### src/rtl/cpu_pkg.sv
// Shared CPU definitions: register width, sequencer states, HALT opcode and
// the default multiply/divide EX occupancy used by hazard_control_unit.
package cpu_pkg;

  localparam int REG_W             = 4;
  localparam int MULDIV_CYCLES_DEF = 4;
  localparam logic [3:0] HALT_OPCODE = 4'hF;

  typedef enum logic [1:0] {
    RUN    = 2'd0,
    MULDIV = 2'd1,
    HALTED = 2'd2
  } state_t;

  // Pipeline control bundle driven by the sequencer each cycle
  typedef struct packed {
    logic pc_stop;
    logic if_id_hold;
    logic if_id_flush;
    logic id_ex_hold;
    logic id_ex_flush;
    logic ex_mem_flush;
    logic muldiv_busy;
  } ctrl_t;

endpackage

### src/rtl/muldiv_busy_counter.sv
// Remaining-cycle counter for a multi-cycle multiply/divide occupying EX:
// parallel load, decrement to zero, zero flag.
module muldiv_busy_counter (
  input  logic       clock,
  input  logic       reset,
  input  logic       load,
  input  logic [3:0] load_val,
  input  logic       dec,
  output logic [3:0] cnt,
  output logic       zero
);

  always_ff @(posedge clock or posedge reset) begin
    if (reset)                   cnt <= '0;
    else if (load)               cnt <= load_val;
    else if (dec && cnt != '0)   cnt <= cnt - 4'd1;
  end

  assign zero = (cnt == '0);

endmodule

### src/rtl/hazard_control_unit.sv
// Pipeline sequencer: load-use bubbles, taken-branch squash, mul/div EX
// occupancy and HALT. Optional stall counter under HAZARD_STALL_COUNT_EN.
module hazard_control_unit
  import cpu_pkg::*;
#(
  parameter int REG_W         = cpu_pkg::REG_W,
  parameter int MULDIV_CYCLES = cpu_pkg::MULDIV_CYCLES_DEF
) (
  input  logic             clock,
  input  logic             reset,
  input  logic [REG_W-1:0] id_op1,
  input  logic [REG_W-1:0] id_op2,
  input  logic             id_reads_op1,
  input  logic             id_reads_op2,
  input  logic             id_is_halt,
  input  logic             ex_mem_read,
  input  logic [REG_W-1:0] ex_write_reg,
  input  logic             ex_start_muldiv,
  input  logic             ex_branch_taken,
  output logic             pc_stop,
  output logic             if_id_hold,
  output logic             if_id_flush,
  output logic             id_ex_hold,
  output logic             id_ex_flush,
  output logic             ex_mem_flush,
  output logic             muldiv_busy,
`ifdef HAZARD_STALL_COUNT_EN
  output logic [15:0]      stall_cycles,
`endif
  output logic             halted
);

  state_t     state, state_nxt;
  ctrl_t      ctrl;
  logic       lu;
  logic       cnt_load, cnt_dec, cnt_zero;
  logic [3:0] cnt;

  // R0 is a genuinely written register, so it takes part in the compare
  assign lu = ex_mem_read &
              ((id_reads_op1 & (id_op1 == ex_write_reg)) |
               (id_reads_op2 & (id_op2 == ex_write_reg)));

  assign cnt_load = (state == RUN) & ex_start_muldiv;
  assign cnt_dec  = (state == MULDIV);

  muldiv_busy_counter u_cnt (
    .clock    (clock),
    .reset    (reset),
    .load     (cnt_load),
    .load_val (4'(MULDIV_CYCLES - 2)),
    .dec      (cnt_dec),
    .cnt      (cnt),
    .zero     (cnt_zero)
  );

  always_ff @(posedge clock or posedge reset) begin
    if (reset) state <= RUN;
    else       state <= state_nxt;
  end

  always_comb begin
    state_nxt = state;
    case (state)
      RUN: begin
        if (ex_start_muldiv)      state_nxt = MULDIV;
        else if (ex_branch_taken) state_nxt = RUN;
        else if (lu)              state_nxt = RUN;
        else if (id_is_halt)      state_nxt = HALTED;
      end
      MULDIV:  if (cnt_zero) state_nxt = RUN;
      HALTED:  state_nxt = HALTED;
      default: state_nxt = RUN;
    endcase
  end

  always_comb begin
    ctrl = '0;
    case (state)
      RUN: begin
        if (ex_start_muldiv) begin
          ctrl.pc_stop     = 1'b1;
          ctrl.if_id_hold  = 1'b1;
          ctrl.id_ex_hold  = 1'b1;
          ctrl.muldiv_busy = 1'b1;
        end else if (ex_branch_taken) begin
          // squashed ID instruction: its lu/halt no longer matter
          ctrl.if_id_flush = 1'b1;
          ctrl.id_ex_flush = 1'b1;
        end else if (lu) begin
          ctrl.pc_stop     = 1'b1;
          ctrl.if_id_hold  = 1'b1;
          ctrl.id_ex_flush = 1'b1;
        end else if (id_is_halt) begin
          ctrl.pc_stop     = 1'b1;
          ctrl.if_id_flush = 1'b1;
        end
      end
      MULDIV: begin
        ctrl.pc_stop      = 1'b1;
        ctrl.if_id_hold   = 1'b1;
        ctrl.id_ex_hold   = 1'b1;
        ctrl.muldiv_busy  = 1'b1;
        // final cycle lets the result fall into EX/MEM
        ctrl.ex_mem_flush = ~cnt_zero;
      end
      HALTED: begin
        ctrl.pc_stop     = 1'b1;
        ctrl.if_id_flush = 1'b1;
      end
      default: ctrl = '0;
    endcase
    if (reset) ctrl = '0;
  end

  assign pc_stop      = ctrl.pc_stop;
  assign if_id_hold   = ctrl.if_id_hold;
  assign if_id_flush  = ctrl.if_id_flush;
  assign id_ex_hold   = ctrl.id_ex_hold;
  assign id_ex_flush  = ctrl.id_ex_flush;
  assign ex_mem_flush = ctrl.ex_mem_flush;
  assign muldiv_busy  = ctrl.muldiv_busy;
  assign halted       = (state == HALTED);

`ifdef HAZARD_STALL_COUNT_EN
  always_ff @(posedge clock or posedge reset) begin
    if (reset)
      stall_cycles <= '0;
    else if (ctrl.pc_stop && state != HALTED && stall_cycles != 16'hFFFF)
      stall_cycles <= stall_cycles + 16'd1;
  end
`endif

endmodule

### config.mk
export PLATFORM = sky130hd
export DESIGN_NAME = hazard_control_unit
export DESIGN_NICKNAME = d
export VERILOG_FILES = /design/src/rtl/cpu_pkg.sv /design/src/rtl/muldiv_busy_counter.sv /design/src/rtl/hazard_control_unit.sv
export SDC_FILE = /design/constraint.sdc
export NUM_CORES = 1
export LEC_CHECK = 0
export CAP_MARGIN = 20
export CORE_MARGIN = 10
export CORE_UTILIZATION = 39
export CTS_CLUSTER_DIAMETER = 40
export DETAILED_ROUTE_END_ITERATION = 6
export PLACE_DENSITY = 0.78
export SETUP_SLACK_MARGIN = 0.05
export SLEW_MARGIN = 20
export SYNTH_ARGS = -nofsm -noshare
export SYNTH_HDL_FRONTEND = slang
export SYNTH_SLANG_ARGS = --single-unit
### constraint.sdc
create_clock -name clock -period 2.2 [get_ports clock]
set_input_delay 0.44 -clock clock [delete_from_list [all_inputs] [get_ports clock]]
set_output_delay 0.44 -clock clock [all_outputs]
set_load 0.01 [all_outputs]
==> run_results.csv, run 1 <==
group,metric,value,unit
worst_hold_path,hold_path.class,"reg2reg",
worst_setup_path,critPathLaunchType,"input pin",
timing,worst_slew_pin_slew,0.317,ns
synth,synth_seq_area_share,0.261,
clocking,clkLatencyLatePin,0.25,ns
run_status,violations,"negative setup slack",
cells_and_area,area_growth_syn_to_layout,95.9,%
cells_and_area,insertedDiodeCount,0,
flow_run,timing.max_cap.violations,0,
clocking,cts_tree,"done",
synth,synth.cell_area,576,um2
grt,overflow,0,
worst_setup_path,critical_path.cell_chain,"buf_6 > xor2_1 > nor3_2 > nand4_2 > buf_6 > a311oi_4 > nor3_2 > buf_2",
worst_setup_path,setup.worst_path.end_class,"primary output",
run_status,run_status,"finished with violations",
synth,postSynthCellCount,65,
placement,io_buffer_count,27,
cells_and_area,layout.cells.most_common_list,"buf_4, buf_6, nor2_1",
clocking,cts.sink_count,6,
clocking,hold_fix_buffers_cts,0,
floorplanning,horiz_die_dim,58.4,um
grt,grt_pass1_wl,3520,um
synth,mappedNetlistNets,90,
route,detailedRoute.firstPassIterationCount,4,
route,drt-initial-drc-count,10,
timing,fmax,438,MHz
timing,worst_clock_skew,0.0129,ns
route,drt.antenna.violating_nets,0,
worst_setup_path,criticalPathCategory,"in2out",
route,drt_wl_total,2470,um
clocking,root_buffer,"clkbuf_4",
route,remaining_drc_errors,0,
worst_setup_path,slowest_delay,0.29,ns
timing,grt_setup_unrepaired,"true",
grt,gr-usage-all-layers,0.129,
placement,gp_routability_congestion,0.840,
cells_and_area,finish.net_count,144,
clocking,deepest_level_of_the_cts_h_tree,1,
power,power.total,0.953,mW
synth,post_synth.cell_area_avg,8.85,um2
synth,yosysWarnings,0,
power,power_density,846,nW/um2
clocking,numCtsBuffers,3,
synth,synth_seq_cells,6,
grt,grt_antenna_before_repair,0,
placement,pre_cts_ws,-0.631,ns
worst_setup_path,crit_path_top_delay_cell,"a311oi_4",
power,leakage,0.580,nW
cells_and_area,final_design_area_no_fill,1130,um2
floorplanning,die_height,58.4,um
placement,detailed_place_hpwl,1480,um
floorplanning,starting_density,0.426,
cells_and_area,layout-drive-gt1-share,0.470,
cells_and_area,mostFrequentLayoutCell,"buf_4",
timing,period_needed,2.28,ns
worst_setup_path,required,1.76,ns
route,vias,706,
timing,final_worst_setup_slack,-0.0814,ns
cells_and_area,utilization,0.835,
timing,final.setup.tns,-0.120,ns
worst_setup_path,worst-endpoint-arrival,1.84,ns
clocking,clock_path_buffers,2,
timing,hold_viol_final,0,
clocking,worst_setup_hold_path_clk_slew,0.04,ns
synth,synth.distinct_cells,28,
power,ir_worst_vdd,697,uV
timing,setup-violations-final,2,
route,routedWlPerCell,18.7,um
worst_setup_path,path_max_fanout,4,
floorplanning,design.die.area,3410,um2
floorplanning,rows,13,
timing,final_min_period_over_clock_period,1.04,
placement,placedInstanceArea,943,um2
route,route.detailed.vias_per_inst,5.35,
floorplanning,top_level_ports,28,
timing,relSlewSlack,0.787,
cells_and_area,n_fill_cell,81,
grt,first_global_vias,759,
worst_hold_path,worst_hold_path.num_cells,1,
worst_setup_path,worstRegToRegCells,8,
timing,finalMaxSlewViolations,0,
grt,grt_start_max_net_pins,7,
floorplanning,fp.coreArea,1350,um2
==> critical path: cells and delay by family <==
kind            cells  cell delay (ns)
xor+xnor            1             0.15
compound gates      1             0.29
simple gates        3             0.52
buf+inv             3             0.43
==> final cells by class <==
cell class / instances / area, um2 / area share
clock buffer: 3 / 22.5 / 0.0200
tap: 15 / 18.8 / 0.0166
multi-input combinational: 49 / 473 / 0.420
sequential: 6 / 150 / 0.133
inverter: 8 / 30.0 / 0.0266
timing repair buffer: 51 / 433 / 0.384
==> final timing paths <==
kind,from,endpoint,slack (ns)
max in group asynchronous,reset,state[1],1.51
hold / removal,u_cnt.cnt[1],u_cnt.cnt[1],0.52
hold reg to reg,u_cnt.cnt[1],u_cnt.cnt[1],0.52
setup / recovery,ex_write_reg[1],if_id_flush,-0.08
setup reg to reg,u_cnt.cnt[0],u_cnt.cnt[3],0.57
min in group asynchronous,reset,u_cnt.cnt[2],0.56
==> flip-flops by register name, indices dropped and copies added (netlist names) <==
| signal | cells |
|---|---|
| u_cnt.cnt | 4 |
| state | 2 |
==> cell usage after synthesis <==
library cell  number  share of area
o32a_1             1          0.017
and2_1             1          0.011
a31oi_1            1          0.011
o21ai_0            1         0.0087
a41oi_1            1          0.015
o31ai_1            1          0.013
nor2_1             9          0.059
nand2_1            1         0.0065
nand2b_1           1          0.011
clkbuf_1           1         0.0065
nand4_2            2          0.043
xnor2_1            5          0.076
a211o_1            1          0.015
a41o_1             1          0.017
buf_4              1          0.013
o2bb2ai_1          1          0.015
o21a_1             2          0.026
nor3_2             2          0.035
a311oi_1           2          0.030
and3_1             1          0.011
o31a_1             1          0.015
nor3_1             1         0.0087
nor2b_1            1          0.011
ha_1               5           0.11
nor4_1             1          0.011
xor2_1             6          0.091
inv_1              8          0.052
dfrtp_1            6           0.26
==> what timing repair did <==
item	CTS	global route
buffers inserted	8	4
resized for setup	69	19
pin swaps	13	9
endpoints found under the setup margin	6	6
hold endpoints to repair	0	0
==> stage by stage <==
step,hold slack [ns],cells
4_1_cts,0.517,128
5_1_grt,0.567,132
6_report,0.521,132
3_5_place_dp,0.508,117
3_3_place_gp,0.502,117
2_1_floorplan,0.248,65
==> kinds of logic (layout without fill, tap and decap cells) <==
kind of cell               after synthesis  in the layout  synth area share
AOI/OAI and AO/OA                       13             13             0.185
buffers and inverters                   10             62            0.0717
xor gates and xnor gates                11             11             0.167
adders and majority gates                5              5             0.109
DFF                                      6              6             0.261
and+or+nand+nor                         20             20             0.207
==> power by group <==
part | total (mW) | switching (mW) | internal [mW] | leakage [nW]
Sequential | 0.206 | 0.0465 | 0.159 | 0.0758
Clock | 0.103 | 0.0414 | 0.0618 | 0.0138
Combinational | 0.644 | 0.326 | 0.318 | 0.490
==> per-layer routing <==
metal	track usage	up-vias	part of all wire
met5	0	-	0
met4	0.0570	0	0.029
met3	0.0687	6	0.053
met2	0.229	31	0.53
met1	0.120	334	0.38
li1	-	335	-
No activity file was read; power rests on OpenSTA's default activity.
==> inputs of run 2 (changes only) <==
Settings changed: HOLD_SLACK_MARGIN set to 0.12.
==> results of run 2 <==
Final layout, timing and power as in run 1 (identical DEF).
